==> config.mk <==
export PLATFORM = sky130hd
export DESIGN_NAME = fb_port_arbiter_flat
export DESIGN_NICKNAME = d
export VERILOG_FILES = /design/src/rtl/fb_port_arbiter_if.sv /design/src/rtl/fb_port_arbiter.sv /design/src/flat_wrapper.sv
export SDC_FILE = /design/constraint.sdc
export NUM_CORES = 1
export LEC_CHECK = 0
export ABC_AREA = 1
export CORE_UTILIZATION = 48
export DETAILED_ROUTE_END_ITERATION = 8
export PLACE_DENSITY = 0.85
export SLEW_MARGIN = 0
export SYNTH_ARGS = -nofsm -noshare
export SYNTH_HDL_FRONTEND = slang
export SYNTH_SLANG_ARGS = --single-unit
==> constraint.sdc <==
create_clock -name CLOCK -period 3.85 [get_ports CLOCK]
set_clock_uncertainty 0.1 [all_clocks]
set_input_delay 0.385 -clock CLOCK [delete_from_list [all_inputs] [get_ports CLOCK]]
set_output_delay 0.385 -clock CLOCK [all_outputs]
set_load 0.01 [all_outputs]
==> src/rtl/fb_port_arbiter_if.sv <==
// Bundle of scan, host and framebuffer-RAM signals around fb_port_arbiter.
// The slave modport is the arbiter's view; master is the surrounding system.
interface fb_port_arbiter_if #(
    parameter int COLS        = 32,
    parameter int ROWS        = 16,
    parameter int COLOR_DEPTH = 1
);
    localparam int COL_BITS  = (COLS > 1) ? $clog2(COLS) : 1;
    localparam int ROW_BITS  = (ROWS > 1) ? $clog2(ROWS) : 1;
    localparam int ADDR_BITS = ROW_BITS + COL_BITS;
    localparam int RGB_WIDTH = 3 * COLOR_DEPTH;

    logic                 SCAN_REQ;
    logic [ADDR_BITS-1:0] SCAN_ADDR;
    logic                 SCAN_READY;
    logic [RGB_WIDTH-1:0] SCAN_DATA;
    logic                 SCAN_VALID;

    logic                 HOST_VALID;
    logic                 HOST_READY;
    logic                 HOST_WE;
    logic [ADDR_BITS-1:0] HOST_ADDR;
    logic [RGB_WIDTH-1:0] HOST_WDATA;
    logic [RGB_WIDTH-1:0] HOST_RDATA;
    logic                 HOST_RVALID;

    logic [ADDR_BITS-1:0] FB_ADDR;
    logic                 FB_WE;
    logic [RGB_WIDTH-1:0] FB_WDATA;
    logic [RGB_WIDTH-1:0] FB_RDATA;

    logic [15:0]          STALL_COUNT;

    modport slave (
        input  SCAN_REQ, SCAN_ADDR, HOST_VALID, HOST_WE, HOST_ADDR, HOST_WDATA, FB_RDATA,
        output SCAN_READY, SCAN_DATA, SCAN_VALID, HOST_READY, HOST_RDATA, HOST_RVALID,
               FB_ADDR, FB_WE, FB_WDATA, STALL_COUNT
    );

    modport master (
        output SCAN_REQ, SCAN_ADDR, HOST_VALID, HOST_WE, HOST_ADDR, HOST_WDATA, FB_RDATA,
        input  SCAN_READY, SCAN_DATA, SCAN_VALID, HOST_READY, HOST_RDATA, HOST_RVALID,
               FB_ADDR, FB_WE, FB_WDATA, STALL_COUNT
    );
endinterface

==> src/rtl/fb_port_arbiter.sv <==
// Single-port framebuffer arbiter: scan engine has priority, host fills free cycles.
// Define FB_ARB_STARVE_GUARD_EN to force a host slot after MAX_WAIT waiting cycles.
module fb_port_arbiter #(
    parameter int COLS        = 32,
    parameter int ROWS        = 16,
    parameter int COLOR_DEPTH = 1,
    parameter int MAX_WAIT    = 8
) (
    input logic          CLOCK,
    input logic          RESET_N,
    fb_port_arbiter_if.slave bus
);
    localparam int COL_BITS  = (COLS > 1) ? $clog2(COLS) : 1;
    localparam int ROW_BITS  = (ROWS > 1) ? $clog2(ROWS) : 1;
    localparam int ADDR_BITS = ROW_BITS + COL_BITS;
    localparam int RGB_WIDTH = 3 * COLOR_DEPTH;

    typedef struct packed {
        logic valid;
        logic host;
        logic zero;
    } tag_t;

    logic                 force_host;
    logic                 scan_grant;
    logic                 host_grant;
    logic                 scan_col_ok;
    logic                 host_col_ok;

    logic [ADDR_BITS-1:0] fb_addr_reg;
    logic                 fb_we_reg;
    logic [RGB_WIDTH-1:0] fb_wdata_reg;
    logic [RGB_WIDTH-1:0] scan_data_reg;
    logic                 scan_valid_reg;
    logic [RGB_WIDTH-1:0] host_rdata_reg;
    logic                 host_rvalid_reg;
    logic [15:0]          stall_reg;

    tag_t                 tag_in;
    tag_t                 tag_reg [2];
    tag_t                 tag_d   [3];
    logic [RGB_WIDTH-1:0] rd_data;

`ifdef FB_ARB_STARVE_GUARD_EN
    localparam int WAIT_BITS = (MAX_WAIT > 0) ? $clog2(MAX_WAIT + 1) : 1;
    logic [WAIT_BITS-1:0] wait_reg;
    logic [WAIT_BITS-1:0] wait_next;

    assign force_host = bus.HOST_VALID && (wait_reg == WAIT_BITS'(MAX_WAIT));

    always_comb begin
        wait_next = wait_reg;
        if (!bus.HOST_VALID || host_grant) begin
            wait_next = '0;
        end else if (wait_reg != WAIT_BITS'(MAX_WAIT)) begin
            wait_next = wait_reg + 1'b1;
        end
    end

    always_ff @(posedge CLOCK) begin
        if (!RESET_N) begin
            wait_reg <= '0;
        end else begin
            wait_reg <= wait_next;
        end
    end
`else
    logic unused_max_wait;
    assign unused_max_wait = (MAX_WAIT != 0);
    assign force_host      = 1'b0;
`endif

    assign scan_grant     = bus.SCAN_REQ & ~force_host;
    assign host_grant     = bus.HOST_VALID & (~bus.SCAN_REQ | force_host);
    assign bus.SCAN_READY = scan_grant;
    assign bus.HOST_READY = host_grant;

    // Out-of-range columns only exist when COLS is not a power of two.
    generate
        if (COLS == (1 << COL_BITS)) begin : g_col_full
            assign scan_col_ok = 1'b1;
            assign host_col_ok = 1'b1;
        end else begin : g_col_part
            localparam logic [COL_BITS-1:0] COL_LIMIT = COL_BITS'(COLS);
            assign scan_col_ok = bus.SCAN_ADDR[COL_BITS-1:0] < COL_LIMIT;
            assign host_col_ok = bus.HOST_ADDR[COL_BITS-1:0] < COL_LIMIT;
        end
    endgenerate

    always_ff @(posedge CLOCK) begin
        if (!RESET_N) begin
            fb_addr_reg  <= '0;
            fb_we_reg    <= 1'b0;
            fb_wdata_reg <= '0;
        end else begin
            fb_we_reg <= 1'b0;
            if (scan_grant) begin
                fb_addr_reg <= bus.SCAN_ADDR;
            end else if (host_grant) begin
                fb_addr_reg  <= bus.HOST_ADDR;
                fb_we_reg    <= bus.HOST_WE & host_col_ok;
                fb_wdata_reg <= bus.HOST_WDATA;
            end
        end
    end

    // Tag follows each read through address register and RAM output register.
    always_comb begin
        tag_in       = '0;
        tag_in.valid = scan_grant | (host_grant & ~bus.HOST_WE);
        tag_in.host  = host_grant;
        tag_in.zero  = scan_grant ? ~scan_col_ok : ~host_col_ok;
    end

    assign tag_d[0] = tag_in;

    genvar gi;
    generate
        for (gi = 0; gi < 2; gi++) begin : g_tag
            assign tag_d[gi+1] = tag_reg[gi];
            always_ff @(posedge CLOCK) begin
                if (!RESET_N) begin
                    tag_reg[gi] <= '0;
                end else begin
                    tag_reg[gi] <= tag_d[gi];
                end
            end
        end
    endgenerate

    assign rd_data = tag_d[2].zero ? '0 : bus.FB_RDATA;

    always_ff @(posedge CLOCK) begin
        if (!RESET_N) begin
            scan_data_reg   <= '0;
            scan_valid_reg  <= 1'b0;
            host_rdata_reg  <= '0;
            host_rvalid_reg <= 1'b0;
        end else begin
            scan_valid_reg  <= tag_d[2].valid & ~tag_d[2].host;
            host_rvalid_reg <= tag_d[2].valid & tag_d[2].host;
            if (tag_d[2].valid && !tag_d[2].host) begin
                scan_data_reg <= rd_data;
            end
            if (tag_d[2].valid && tag_d[2].host) begin
                host_rdata_reg <= rd_data;
            end
        end
    end

    always_ff @(posedge CLOCK) begin
        if (!RESET_N) begin
            stall_reg <= '0;
        end else if (bus.HOST_VALID && !host_grant && stall_reg != 16'hFFFF) begin
            stall_reg <= stall_reg + 16'd1;
        end
    end

    assign bus.FB_ADDR     = fb_addr_reg;
    assign bus.FB_WE       = fb_we_reg;
    assign bus.FB_WDATA    = fb_wdata_reg;
    assign bus.SCAN_DATA   = scan_data_reg;
    assign bus.SCAN_VALID  = scan_valid_reg;
    assign bus.HOST_RDATA  = host_rdata_reg;
    assign bus.HOST_RVALID = host_rvalid_reg;
    assign bus.STALL_COUNT = stall_stall_out();

    function automatic logic [15:0] stall_stall_out();
        return stall_reg;
    endfunction
endmodule

==> src/flat_wrapper.sv <==
// flat-port wrapper written by rule: the top's interface ports become plain ports
module fb_port_arbiter_flat 
#(
    parameter int COLS        = 32,
    parameter int ROWS        = 16,
    parameter int COLOR_DEPTH = 1,
    parameter int MAX_WAIT    = 8
)
  (CLOCK, RESET_N, bus_SCAN_REQ, bus_SCAN_ADDR, bus_HOST_VALID, bus_HOST_WE, bus_HOST_ADDR, bus_HOST_WDATA, bus_FB_RDATA, bus_SCAN_READY, bus_SCAN_DATA, bus_SCAN_VALID, bus_HOST_READY, bus_HOST_RDATA, bus_HOST_RVALID, bus_FB_ADDR, bus_FB_WE, bus_FB_WDATA, bus_STALL_COUNT);
  fb_port_arbiter_if #(.COLS(COLS), .ROWS(ROWS), .COLOR_DEPTH(COLOR_DEPTH)) bus_i ();
  input logic CLOCK;
  input logic RESET_N;
  input wire logic [$bits(bus_i.SCAN_REQ)-1:0] bus_SCAN_REQ;
  input wire logic [$bits(bus_i.SCAN_ADDR)-1:0] bus_SCAN_ADDR;
  input wire logic [$bits(bus_i.HOST_VALID)-1:0] bus_HOST_VALID;
  input wire logic [$bits(bus_i.HOST_WE)-1:0] bus_HOST_WE;
  input wire logic [$bits(bus_i.HOST_ADDR)-1:0] bus_HOST_ADDR;
  input wire logic [$bits(bus_i.HOST_WDATA)-1:0] bus_HOST_WDATA;
  input wire logic [$bits(bus_i.FB_RDATA)-1:0] bus_FB_RDATA;
  output wire logic [$bits(bus_i.SCAN_READY)-1:0] bus_SCAN_READY;
  output wire logic [$bits(bus_i.SCAN_DATA)-1:0] bus_SCAN_DATA;
  output wire logic [$bits(bus_i.SCAN_VALID)-1:0] bus_SCAN_VALID;
  output wire logic [$bits(bus_i.HOST_READY)-1:0] bus_HOST_READY;
  output wire logic [$bits(bus_i.HOST_RDATA)-1:0] bus_HOST_RDATA;
  output wire logic [$bits(bus_i.HOST_RVALID)-1:0] bus_HOST_RVALID;
  output wire logic [$bits(bus_i.FB_ADDR)-1:0] bus_FB_ADDR;
  output wire logic [$bits(bus_i.FB_WE)-1:0] bus_FB_WE;
  output wire logic [$bits(bus_i.FB_WDATA)-1:0] bus_FB_WDATA;
  output wire logic [$bits(bus_i.STALL_COUNT)-1:0] bus_STALL_COUNT;
  assign bus_i.SCAN_REQ = bus_SCAN_REQ;
  assign bus_i.SCAN_ADDR = bus_SCAN_ADDR;
  assign bus_i.HOST_VALID = bus_HOST_VALID;
  assign bus_i.HOST_WE = bus_HOST_WE;
  assign bus_i.HOST_ADDR = bus_HOST_ADDR;
  assign bus_i.HOST_WDATA = bus_HOST_WDATA;
  assign bus_i.FB_RDATA = bus_FB_RDATA;
  assign bus_SCAN_READY = bus_i.SCAN_READY;
  assign bus_SCAN_DATA = bus_i.SCAN_DATA;
  assign bus_SCAN_VALID = bus_i.SCAN_VALID;
  assign bus_HOST_READY = bus_i.HOST_READY;
  assign bus_HOST_RDATA = bus_i.HOST_RDATA;
  assign bus_HOST_RVALID = bus_i.HOST_RVALID;
  assign bus_FB_ADDR = bus_i.FB_ADDR;
  assign bus_FB_WE = bus_i.FB_WE;
  assign bus_FB_WDATA = bus_i.FB_WDATA;
  assign bus_STALL_COUNT = bus_i.STALL_COUNT;
  fb_port_arbiter #(.COLS(COLS), .ROWS(ROWS), .COLOR_DEPTH(COLOR_DEPTH), .MAX_WAIT(MAX_WAIT)) u_core (.CLOCK(CLOCK), .RESET_N(RESET_N), .bus(bus_i));
endmodule
* Word level (Yosys, flattened, before mapping)
Memories as Yosys holds them, arrays and structs flattened.
Cells that the tools add are included.
** Operators by class
- Reductions and logical operators :: 9
- Bitwise gates (word level) :: 12
- Equality and inequality tests :: 1
- Add/subtract/negate cells :: 1
- Mux-type cells :: 7
** Operators with widths (count)
- $mux 9 :: 2
- $add 16x1->16 const B :: 1
- $ne 16x16->1 const B :: 1
- $mux 3 :: 3
- $not 1->1 :: 5
- $and 1x1->1 :: 4
- $logic_and 1x1->1 :: 4
- $or 1x1->1 :: 3
- $reduce_or 3->1 :: 1
- $logic_not 1->1 :: 2
- $mux 1 :: 2
- $reduce_and 2->1 :: 1
- $reduce_bool 2->1 :: 1
** Word-level totals
- Flip-flop bits (word level) :: 37
- Bits in writable memories :: 6
- Memories :: 1
- Logic and storage cells :: 39
- Output and inout bits :: 39
- Input port bits :: 29
** Memories
- u_core.tag_reg :: depth 2, bits a word 3, rd ports 2, clocked after memory_dff 0, wr ports 2, RTL line fb_port_arbiter.sv:40 : tag_t tag_reg [2];

* Longest topological paths before layout
Gate-level depths: netlist (run 1).
- Word-level depth :: 5
- Depth in mapped cells :: 10

* Worst setup path after synthesis (run 1)
Ideal clock, no wire load.
- Path type :: reg-to-reg
- Start :: reg u_core.stall_reg[0], in the netlist u_core.bus.STALL_COUNT[0]
- End :: reg u_core.stall_reg[10], in the netlist u_core.bus.STALL_COUNT[10]
- Path slack :: 2.293 ns
- Data required time :: 3.635 ns
- Data arrival time :: 1.342 ns
- Buffers on the path :: 1
- Library setup time :: 0.115 ns
- Cell stages (with the launch flop) :: 10
- Cells stage by stage :: dfxtp_1 ha_1 nand2_2 nor2_4 nand2_4 inv_2 nand2_2 buf_6 a21oi_1 nor2_1
** Between the ends
- Cells in the longest elaborated chain, start to end :: 2
- Elaborated cells between the ends (all ways) :: 3
** Ends and longest elaborated chain
- start, declared :: RTL line fb_port_arbiter.sv:37 : logic [15:0] stall_reg;
- start signal, assigned :: RTL line fb_port_arbiter.sv:155 : stall_reg <= stall_reg + 16'd1;
- parallel branches: the longest is 2 deep, another holds $add 16x1->16
Parallel ways; which one is timed is not known.
A chain may end at the register's enable or synchronous reset.

* Final worst setup path (run 1)
- Start :: in bus_SCAN_REQ
- End :: out bus_HOST_READY
** Between the ends
- Cells in the longest elaborated chain, start to end :: 2
** Ends and longest elaborated chain
- start, declared :: RTL line flat_wrapper.sv:13 : input wire logic [$bits(bus_i.SCAN_REQ)-1:0] bus_SCAN_REQ;
- $not 1->1 :: RTL line fb_port_arbiter.sv:74 : assign host_grant = bus.HOST_VALID & (~bus.SCAN_REQ | force_host);
- $and 1x1->1 :: RTL line fb_port_arbiter.sv:74
- end, declared :: RTL line flat_wrapper.sv:23 : output wire logic [$bits(bus_i.HOST_READY)-1:0] bus_HOST_READY;
Every way passes these cells.

==> flow_metrics.py, run 1 <==
metrics = {
    "timing": {
        "holdWs_ns": 0.318,
        "fin_crit_ns": 2.79,
        "setup_violations": 0,
        "fmax_mhz": 358,
        "tightest_slew_ns": 0.473,
        "min_period_over_period_pct": 72.5,
        "hold_violations": 0,
        "drv_slew": 0,
        "max_slew_margin_pct": 68.4,
        "rsz0062_at_grt": "no",
        "finalSetupTns_ns": 0,
    },
    "final_layout": {
        "area_delta_synth_final_pct": 43.2,
        "instances_no_fill": 395,
        "largest_reg_flops": 16,
        "layout_commonest_cell": "nand2_1",
        "drive_above_1_share_pct": 8.93,
        "nets": 376,
        "layout_common_cells": "74 x nand2_1, 67 x clkdlybuf4s50_1, 65 x nor2_1, 41 x dfxtp_1, 30 x inv_1",
        "antenna_cells": 0,
        "final_area_sq_mm": 0.00272,
    },
    "logic_synthesis": {
        "ys_seq_area_share_pct": 43.2,
        "yosysTopAreaCell": "dfxtp_1",
        "synth_seq_cells": 41,
        "synth_area_sq_mm": 0.00190,
        "ys_top_cells_by_area": "dfxtp_1 43%, nand2_1 15%, nor2_1 13%",
        "syn_avg_cell_area_sq_um": 6.82,
        "yosys_warnings": 0,
        "synth_cell_types": 22,
        "synth_top_cell_area_share_pct": 43.2,
        "synthesis.nets": 309,
        "syn_inst": 279,
    },
    "place": {
        "place_hpwl_mm": 3.18,
        "routabilityCongestion": 0.831,
        "io_buffer_count": 67,
        "placed_cell_area_sq_mm": 0.00259,
        "place_inst": 387,
    },
    "critical_path": {
        "arrival_ns": 2.31,
        "crit_fanout": 13,
        "r2r-start": "u_core.bus.STALL_COUNT[0]$_SDFFE_PN0P_",
        "rrSetupSlack_ns": 2.21,
        "path_class": "primary input to primary output",
        "cp-start-kind": "primary input",
        "r2r-end": "u_core.bus.STALL_COUNT[14]$_SDFFE_PN0P_",
        "critPathRequiredTime_ns": 3.37,
        "reg2regPathDepth": 8,
        "endpoint_kind": "primary output",
    },
    "hold_path": {
        "worstHoldStart": "u_core.tag_reg[0][2]$_SDFF_PN0_",
        "hold_end": "u_core.tag_reg[1][2]$_SDFF_PN0_",
        "min_path_cells": 2,
        "min_path_type": "flop to flop",
    },
    "die": {
        "core_area_sq_mm": 0.00374,
        "row_count": 22,
        "die_w_microns": 64.9,
        "die-area_sq_mm": 0.00422,
        "ios": 68,
        "initial_core_util_pct": 50.8,
        "die-height_microns": 64.9,
    },
    "clocking": {
        "cts_buffer_depth": 2,
        "cts-root-buf": "clkbuf_8",
        "clock_sinks": 41,
        "tritoncts": "done",
        "cts_resized": 0,
        "cts_made_buffers": 5,
        "clock_latency_ns": 0.30,
        "post_cts_buffers": 0,
        "htree_levels": 2,
        "clk_pin_slew_ns": 0.08,
        "hold_buffers": 0,
    },
    "global_route": {
        "grt_pass1_wl_mm": 7.45,
        "antenna_found_initial": 0,
        "grt_pass1_vias": 1743,
        "grt_max_degree": 24,
        "grtUsageTotal_pct": 23.0,
        "grt-ovfl-total": 0,
    },
    "drt": {
        "routed_via_density": 4.77,
        "drt_iter0_drc": 98,
        "route.detailed.drc": 0,
        "dr_total_vias": 1886,
        "wirelength_mm": 4.36,
        "ant_nets": 0,
        "wl_per_cell_microns": 11.0,
        "firstDrtPassIters": 4,
    },
    "run_status": {
        "status": "completed",
    },
    "power": {
        "power.density_mw_per_mm2": 356,
        "vdd_drop_max_v": 0.000268,
        "p_leak_nw": 1.18,
    },
    "job": {
        "maxCapViolCount": 0,
    },
}
[routing by layer]
| metal | vias to the layer above | track usage [%] | wire, microns |
|---|---|---|---|
| li1 | 988 | - | - |
| met1 | 814 | 27.7 | 1990 |
| met2 | 75 | 37.0 | 1990 |
| met3 | 9 | 7.57 | 284 |
| met4 | 0 | 10.0 | 97 |
| met5 | - | 0 | 0 |
[metrics by stage]
stage                     setup slack, ns  util, %  total power [mW]
final                                1.06     72.7             0.969
after global routing                0.963     72.7              1.01
after CTS                            1.07     72.7             0.977
after detailed placement             1.08     69.2             0.567
after global placement               1.16     69.2             0.565
after floorplan                      2.29        -             0.503
[area by class of cell]
class | instances | area [sq um]
fillers | 311 | 1020
multi-input cells | 198 | 910
flip-flops and latches | 41 | 821
repair buffers | 68 | 678
inverters | 32 | 120
clock buffers | 5 | 68.8
clock inverters | 3 | 65.1
well taps | 48 | 60.1
[power breakdown]
group          switching (mW)  internal, mW
registers             0.00864         0.438
logic                  0.0480        0.0623
clock network           0.154         0.258
[critical path, cell delays in order]
cell and delay (ns):
clkdlybuf4s50_1 0.65, inv_1 0.17, nand2_1 0.14, inv_1 0.34, clkdlybuf4s50_1 0.62
[cell families (layout without fill, tap and decap cells)]
kind of cell | after synthesis | in the layout | share of synthesized area, %
buffers and inverters | 40 | 108 | 9.01
AND/OR/NAND/NOR | 172 | 172 | 39.5
AO/OA/AOI/OAI | 25 | 25 | 7.63
flip-flops | 41 | 41 | 43.2
adder cells (fa/ha/maj) | 1 | 1 | 0.658
[worst max-delay path by stage]
stage,startpoint,to,slack [ns]
global route,bus_SCAN_REQ,bus_HOST_READY,0.96
CTS,bus_SCAN_REQ,bus_HOST_READY,1.07
global placement,bus_SCAN_REQ,bus_HOST_READY,1.16
floorplan,u_core.bus.STALL_COUNT[0]$_SDFFE_PN0P_,u_core.bus.STALL_COUNT[10]$_SDFFE_PN0P_,2.29
finish,bus_SCAN_REQ,bus_HOST_READY,1.06
detailed placement,bus_SCAN_REQ,bus_HOST_READY,1.08
[cell usage after synthesis, drive strengths merged]
cell type / count
nand2: 82
o21ai: 10
dfxtp: 41
clkbuf: 3
a22oi: 7
buf: 5
nor2: 73
a21oi: 7
ha: 1
nand3: 14
inv: 32
a211oi: 1
nor3b: 1
nand4: 2
Note: power is estimated with default switching activity, not from simulation.
==> inputs of run 2 (changes only) <==
Settings changed: CORE_UTILIZATION 48 to 44, PLACE_DENSITY 0.85 to 0.79.
Clock period 3.85 ns to 2.6 ns, I/O delays scaled along.
==> run 2 against run 1 <==
Against the previous run: cell count rose by 1.0%; first-iteration DRC count rose by 1.0%; largest cell class unchanged; sequential share of layout area fell by 0.12 points; highest routed layer unchanged; design area rose by 0.41%.
==> flow_metrics.py, run 2 (synthesized netlist as in run 1, its figures left out) <==
metrics = {
    "clocking": {
        "clk_pin_slew_ns": 0.08,
        "tritoncts": "done",
        "cts_made_buffers": 5,
        "htree_levels": 2,
        "clock_latency_ns": 0.30,
        "post_cts_buffers": 0,
        "hold_buffers": 0,
        "cts-root-buf": "clkbuf_8",
        "cts_resized": 0,
        "cts_buffer_depth": 2,
        "clock_sinks": 41,
    },
    "power": {
        "comb_power_share_pct": 12.5,
        "power_frac_clock_pct": 38.4,
        "vdd_drop_max_v": 0.000330,
        "total_power_mw": 1.35,
        "power.density_mw_per_mm2": 492,
        "p_sw_mw": 0.313,
        "sequentialPowerShare_pct": 49.1,
        "netSwitchingFraction_pct": 23.3,
        "p_leak_nw": 1.18,
        "p_int_mw": 1.03,
    },
    "timing": {
        "max_slew_margin_pct": 66.1,
        "finalSetupTns_ns": 0,
        "rsz0062_at_grt": "no",
        "setup_violations": 0,
        "fmax_mhz": 498,
        "drv_slew": 0,
        "tightest_slew_ns": 0.508,
        "fin_crit_ns": 2.01,
        "hold_violations": 0,
        "min_period_over_period_pct": 77.2,
    },
    "global_route": {
        "grt_pass1_vias": 1629,
        "grt_max_degree": 25,
        "grt_pass1_wl_mm": 7.04,
        "antenna_found_initial": 0,
        "grtUsageTotal_pct": 20.7,
        "grt-ovfl-total": 0,
    },
    "drt": {
        "wirelength_mm": 4.27,
        "routed_via_density": 4.64,
        "firstDrtPassIters": 4,
        "ant_nets": 0,
        "dr_total_vias": 1852,
        "drt_iter0_drc": 99,
        "wl_per_cell_microns": 10.7,
        "route.detailed.drc": 0,
    },
    "die": {
        "die_w_microns": 67.7,
        "initial_core_util_pct": 46.5,
        "row_count": 23,
        "core_area_sq_mm": 0.00409,
        "ios": 68,
        "die-area_sq_mm": 0.00459,
        "die-height_microns": 67.7,
    },
    "final_layout": {
        "layout_commonest_cell": "nand2_1",
        "multiInputGateArea_sq_um": 910,
        "antenna_cells": 0,
        "finalCoreUtilization_pct": 66.9,
        "layout_common_cells": "74 x nand2_1, 67 x clkdlybuf4s50_1, 65 x nor2_1, 41 x dfxtp_1, 30 x inv_1",
        "largest_reg_flops": 16,
        "ff_latch_area_sq_um": 821,
        "nets": 378,
        "instances_no_fill": 399,
        "area_delta_synth_final_pct": 43.7,
        "drive_above_1_share_pct": 9.46,
        "fillCellCount": 372,
    },
    "hold_path": {
        "min_path_type": "flop to flop",
        "worstHoldStart": "u_core.tag_reg[0][1]$_SDFF_PN0_",
        "min_path_cells": 2,
        "hold_end": "u_core.tag_reg[1][1]$_SDFF_PN0_",
    },
    "job": {
        "maxCapViolCount": 0,
    },
    "place": {
        "io_buffer_count": 67,
        "routabilityCongestion": 0.875,
        "place_hpwl_mm": 3.16,
        "place_inst": 391,
    },
    "critical_path": {
        "cp-start-kind": "primary input",
        "critPathRequiredTime_ns": 2.24,
        "path_class": "primary input to primary output",
        "crit_fanout": 6,
        "rrSetupSlack_ns": 0.93,
        "r2r-end": "u_core.bus.STALL_COUNT[9]$_SDFFE_PN0P_",
        "arrival_ns": 1.65,
        "reg2regPathDepth": 8,
        "r2r-start": "u_core.bus.STALL_COUNT[0]$_SDFFE_PN0P_",
        "endpoint_kind": "primary output",
    },
    "run_status": {
        "status": "completed",
    },
}
-- run 2: cell type report --
cell class,count,share of cell area [%]
sequential,41,30.0
clock buffer,5,2.52
multi-input combinational,198,33.3
clock inverter,3,1.69
tap,50,2.29
inverter,32,4.39
timing repair buffer,70,25.8
-- run 2: critical path: stages --
cell	delay [ns]
clkdlybuf4s50_1	0.49
inv_1	0.11
nand2_1	0.13
inv_1	0.11
clkdlybuf4s50_1	0.54
-- run 2: power groups by stage --
stage	sequential, mW	combinational (mW)	clock [mW]
6_report	0.661	0.168	0.516
5_1_grt	0.665	0.186	0.566
4_1_cts	0.662	0.170	0.529
3_5_place_dp	0.676	0.169	0
3_3_place_gp	0.676	0.166	0
2_1_floorplan	0.684	0.0619	0
-- run 2: how the worst max path moves through the flow --
stage                                                start                                 endpoint  slack, ns  cells past startpoint
global placement                              bus_SCAN_REQ                           bus_HOST_READY       0.66                      5
CTS                                           bus_SCAN_REQ                           bus_HOST_READY       0.60                      5
floorplan           u_core.bus.STALL_COUNT[0]$_SDFFE_PN0P_  u_core.bus.STALL_COUNT[10]$_SDFFE_PN0P_       1.04                      9
global route                                  bus_SCAN_REQ                           bus_HOST_READY       0.44                      5
detailed placement                            bus_SCAN_REQ                           bus_HOST_READY       0.60                      5
finish                                        bus_SCAN_REQ                           bus_HOST_READY       0.59                      5
-- run 2: through the flow --
| stage | area [sq um] | hold WS [ns] | setup WS (ns) |
|---|---|---|---|
| after global routing | 2730 | 0.350 | 0.439 |
| after detailed placement | 2620 | 0.303 | 0.603 |
| after global placement | 2620 | 0.294 | 0.659 |
| after floorplan | 1900 | 0.263 | 1.04 |
| final | 2730 | 0.318 | 0.592 |
| after CTS | 2730 | 0.319 | 0.596 |
-- run 2: routing by layer --
layer	track usage, %	vias to the layer above	routed length (microns)
met5	0	-	0
met4	7.98	0	73
met3	9.80	9	397
met2	31.8	58	1930
met1	24.8	791	1860
li1	-	994	-
==> inputs of run 3 (changes only) <==
Settings changed: CORE_UTILIZATION 44 to 40, PLACE_DENSITY 0.79 to 0.76.
Clock period 2.6 ns to 1.7 ns, I/O delays scaled along.
==> run 3 against run 2 <==
Against the previous run: the flow now finishes with violations (design-rule violations); die area increased by 9.7%; sequential power increased by 53%; global-route usage decreased by 2.6 points; critical endpoint is now bus_STALL_COUNT[4]; total power increased by 54%.
==> flow_metrics.py, run 3 (synthesized netlist as in run 1, its figures left out) <==
metrics = {
    "timing": {
        "fmax_mhz": 631,
        "max_slew_margin_pct": 71.4,
        "setup_violations": 0,
        "min_period_over_period_pct": 93.2,
        "drv_slew": 0,
        "fin_crit_ns": 1.58,
        "tightest_slew_ns": 0.428,
        "worst_slack_ns": 0.115,
        "rsz0062_at_grt": "no",
        "hold_violations": 0,
    },
    "critical_path": {
        "critPathRequiredTime_ns": 1.43,
        "arrival_ns": 1.31,
        "max_stage_delay_ns": 0.58,
        "endpoint_kind": "primary output",
        "worst-path-buf-inv": 1,
        "path_class": "flop to primary output",
        "cp-start-kind": "flop",
        "cp_cell_sequence": "clkdlybuf4s50_1",
        "slowest_stage": "clkdlybuf4s50_1",
        "crit_fanout": 5,
        "cpLargestDelayFamily": "buffers and inverters",
    },
    "global_route": {
        "grt-ovfl-total": 0,
        "grt_max_degree": 20,
        "antenna_found_initial": 0,
        "grt_pass1_vias": 1749,
        "grt_pass1_wl_mm": 7.23,
        "grtUsageTotal_pct": 18.1,
    },
    "power": {
        "power_frac_clock_pct": 38.4,
        "netSwitchingFraction_pct": 23.3,
        "total_power_mw": 2.07,
        "p_sw_mw": 0.483,
        "p_int_mw": 1.59,
        "sequentialPowerShare_pct": 48.8,
        "power.density_mw_per_mm2": 742,
        "p_leak_nw": 1.23,
        "comb_power_share_pct": 12.8,
        "vdd_drop_max_v": 0.000631,
    },
    "drt": {
        "dr_total_vias": 1894,
        "wl_met3_microns": 334,
        "wl_per_cell_microns": 10.6,
        "ant_nets": 0,
        "routed_via_density": 4.63,
        "highest_layer": "met4",
        "met1_length_mm": 2.03,
        "firstDrtPassIters": 8,
        "drt_iter0_drc": 41,
        "dr_wl_met2_mm": 1.94,
        "wirelength_mm": 4.35,
        "route.detailed.drc": 2,
    },
    "die": {
        "die-area_sq_mm": 0.00503,
        "die-height_microns": 71.0,
        "row_count": 24,
        "core_area_sq_mm": 0.00447,
        "ios": 68,
        "initial_core_util_pct": 42.5,
        "die_w_microns": 71.0,
    },
    "final_layout": {
        "antenna_cells": 0,
        "largest_reg_flops": 16,
        "area_delta_synth_final_pct": 46.5,
        "layout_common_cells": "74 x nand2_1, 66 x clkdlybuf4s50_1, 65 x nor2_1, 41 x dfxtp_1, 30 x inv_1",
        "layout_commonest_cell": "nand2_1",
        "nets": 386,
        "final_area_sq_mm": 0.00279,
        "fillCellCount": 416,
        "finalCoreUtilization_pct": 62.3,
        "instances_no_fill": 409,
        "drive_above_1_share_pct": 11.5,
    },
    "hold_path": {
        "min_path_type": "flop to flop",
    },
    "clocking": {
        "tritoncts": "done",
        "cts_made_buffers": 5,
        "clock_latency_ns": 0.29,
        "cts-root-buf": "clkbuf_8",
        "htree_levels": 2,
        "cts_resized": 0,
        "clk_pin_slew_ns": 0.08,
        "clock_sinks": 41,
        "cts_buffer_depth": 2,
        "hold_buffers": 0,
        "post_cts_buffers": 0,
    },
    "place": {
        "dp_slack_ns": -0.0172,
        "routabilityCongestion": 0.800,
        "place_hpwl_mm": 3.28,
        "io_buffer_count": 67,
        "placed_cell_area_sq_mm": 0.00267,
        "place_inst": 401,
    },
    "run_status": {
        "status": "complete, but fails checks",
        "violations": "design-rule violations",
    },
    "job": {
        "maxCapViolCount": 0,
    },
}
[run 3: cell count changes in the layout (fill, tap and decap cells not counted), sizes merged]
cell           delta
clkdlybuf4s50     -1
buf               +8
dlymetal6s2s      +1
[run 3: metal layers]
metal / vias to the layer above / track usage [%]
li1: 1014 / -
met1: 823 / 21.5
met2: 51 / 29.7
met3: 6 / 7.69
met4: 0 / 6.00
met5: - / 0
[run 3: per-stage QoR]
| stage | TNS [ns] | hold WS (ns) |
|---|---|---|
| after floorplan | 0 | 0.173 |
| after global placement | 0 | 0.297 |
| after detailed placement | -0.0344 | 0.314 |
| after CTS | 0 | 0.329 |
| after global routing | 0 | 0.344 |
| final | 0 | 0.329 |
[run 3: power by group through the flow]
stage	Clock [mW]	Sequential, mW	Combinational, mW
5_1_grt	0.857	1.01	0.292
3_3_place_gp	0	1.03	0.265
2_1_floorplan	0	1.05	0.0946
4_1_cts	0.818	1.01	0.269
6_report	0.794	1.01	0.266
3_5_place_dp	0	1.03	0.267
[run 3: cell type report]
type	count	area, sq um	share of cell area (%)
multi-input combinational	198	910	32.6
tap	52	65.1	2.33
clock buffer	5	68.8	2.47
timing repair buffer	78	756	27.1
sequential	41	821	29.5
inverter	32	120	4.31
clock inverter	3	46.3	1.66
[run 3: final timing paths]
check                                         start                                      end  slack, ns  depth (start not counted)
max          u_core.bus.STALL_COUNT[4]$_SDFFE_PN0P_                       bus_STALL_COUNT[4]       0.12                          1
min                 u_core.tag_reg[0][1]$_SDFF_PN0_          u_core.tag_reg[1][1]$_SDFF_PN0_       0.33                          2
max reg2reg  u_core.bus.STALL_COUNT[0]$_SDFFE_PN0P_  u_core.bus.STALL_COUNT[11]$_SDFFE_PN0P_       0.17                          8
min reg2reg         u_core.tag_reg[0][1]$_SDFF_PN0_          u_core.tag_reg[1][1]$_SDFF_PN0_       0.33                          2
[run 3: tightest hold or removal path: cells and delay by family (launching register included)]
kind                   cells  cell delay (ns)
buffers and inverters      1             0.03
DFF                        1             0.31
and+or+nand+nor            1             0.05
==> RTL edit (settings of run 1) <==
Build with the macro `FB_ARB_STARVE_GUARD_EN` defined.
--- a/src/rtl/fb_port_arbiter.sv
+++ b/src/rtl/fb_port_arbiter.sv
@@ -1,5 +1,7 @@
 // Single-port framebuffer arbiter: scan engine has priority, host fills free cycles.
 // Define FB_ARB_STARVE_GUARD_EN to force a host slot after MAX_WAIT waiting cycles.
+`define FB_ARB_STARVE_GUARD_EN
+
 module fb_port_arbiter #(
     parameter int COLS        = 32,
     parameter int ROWS        = 16,
Formal check against the unedited RTL: not equivalent (a bounded check fails within 10 cycles, from zero or initial values and one cycle with RESET_N low).
==> RTL edit against run 1 <==
Synthesized area is 6.8% higher. Setup slack better by 0.33 ns. Largest power group unchanged. Sequential cell count increased by 4. Final area grew 4.0%. Routed wire length rose by 4.5%. Count of clock-buffer cells in the layout up 1. Total power decreased by 3.3%. Register-to-register slack lost 0.12 ns.
==> RTL edit: results (changes against run 1) <==
Run status
  • Status: complete, no violations

Drt
  • 1st-iter DRT viols: 115 (+17%)
  • DR WL/cell: 11.31 um (+2.4%)

Placed design
  • Hpwl dp: 3352 um (+5.3%)
  • Area of placed instances: 0.002740 mm^2 (+5.8%)
  • RD Place Congestion: 0.8538 (+2.7%)

GRT
  • Gr usage total: 22.77% (-0.21 points)
  • First-pass GRT wire length: 7797 um (+4.6%)
  • Largest net degree at the start of global routing: 26 (+8.3%)

Pwr
  • Static Leak: 1.096 nW (-6.8%)

Yosys
  • XOR/XNOR Fraction of Synth Area: 4.310% (+4.3 points)
  • Synth cell types: 30 (+36%)
  • Most frequent cells after synthesis: 77 x nand2_1, 60 x nor2_1, 45 x dfxtp_1
  • Synth area leaders: dfxtp_1 44%, nand2_1 14%, nor2_1 11%
  • Post-Syn Area per Cell: 7.180 um^2 (+5.3%)
  • Post-synthesis sequential area ratio: 44.33% (+1.2 points)
  • Synth Net Count: 315 (+1.9%)

Critical path
  • Reg2reg end: u_core.bus.STALL_COUNT[3]
  • Reg2Reg Depth: 7 (-1)
  • Crit path largest cell delay: 0.56 ns (-0.09 ns)
  • Crit Path Max Fanout: 10 (-3)
  • R2r setup slk: 2.09 ns (-0.12 ns)
  • Arrival @ worst endpoint: 1.97 ns (-0.34 ns)

Finish
  • Final nets: 385 (+2.4%)
  • Fraction of layout cells with a size suffix above 1: 7.082% (-1.9 points)
-- RTL edit: cell count changes in the layout (fill, tap and decap cells not counted), moves of 7 or more --
cell,run 1,this run
a31oi_1,0,8
inv_1,30,18
o21ai_0,10,17
a22oi_1,7,0
-- RTL edit: kinds of logic after synthesis --
| logic type | after synthesis |
|---|---|
| simple gates | 157 |
| xor+xnor | 10 |
| fa+ha+maj | 3 |
| compound gates | 38 |
| buf+inv | 30 |
| flops | 45 |
-- RTL edit: power by group --
part           internal, mW  leakage, nW  total [mW]  switching (mW)
Combinational        0.0773        0.684       0.138          0.0609
Sequential            0.486        0.369       0.503          0.0170
Clock                 0.142       0.0433       0.295           0.153
-- RTL edit: worst register-to-register path, stage by stage, from the launching register on --
cell and delay (ns):
dfxtp_1 0.41, ha_1 0.23, nand2_1 0.07, nor2_1 0.12
nand2_2 0.12, o21ai_4 0.36, nand2_1 0.13, a21oi_2 0.15
-- RTL edit: metrics by stage --
step,hold WS [ns],worst slack [ns]
floorplan,0.2905,2.234
global placement,0.2934,1.543
detailed placement,0.3058,1.520
CTS,0.3236,1.383
global route,0.3355,1.247
finish,0.3185,1.393
-- RTL edit: how the worst min path moves through the flow --
stage	endpoint	slack, ns	from	depth (start not counted)
floorplan	u_core.tag_reg[1][1]	0.29	u_core.tag_reg[0][1]	2
global placement	u_core.tag_reg[1][1]	0.29	u_core.tag_reg[0][1]	2
detailed placement	u_core.tag_reg[1][1]	0.31	u_core.tag_reg[0][1]	2
CTS	u_core.tag_reg[1][2]	0.32	u_core.tag_reg[0][2]	2
global route	u_core.tag_reg[1][2]	0.34	u_core.tag_reg[0][2]	2
finish	u_core.tag_reg[1][2]	0.32	u_core.tag_reg[0][2]	2
-- RTL edit: cell type report --
class	count	area, um^2
clock buffer	6	82.58
tap	50	62.56
inverter	24	90.09
sequential	45	900.9
clock inverter	1	7.507
multi-input combinational	208	1001
timing repair buffer	69	685.7
fill	342	1199
-- RTL edit: layer usage --
metal	vias to the layer above	track usage [%]	routed length, um
met5	-	0	0
met4	0	6.915	51
met3	7	8.048	351
met2	63	35.88	2066
met1	926	28.74	2089
li1	1032	-	-
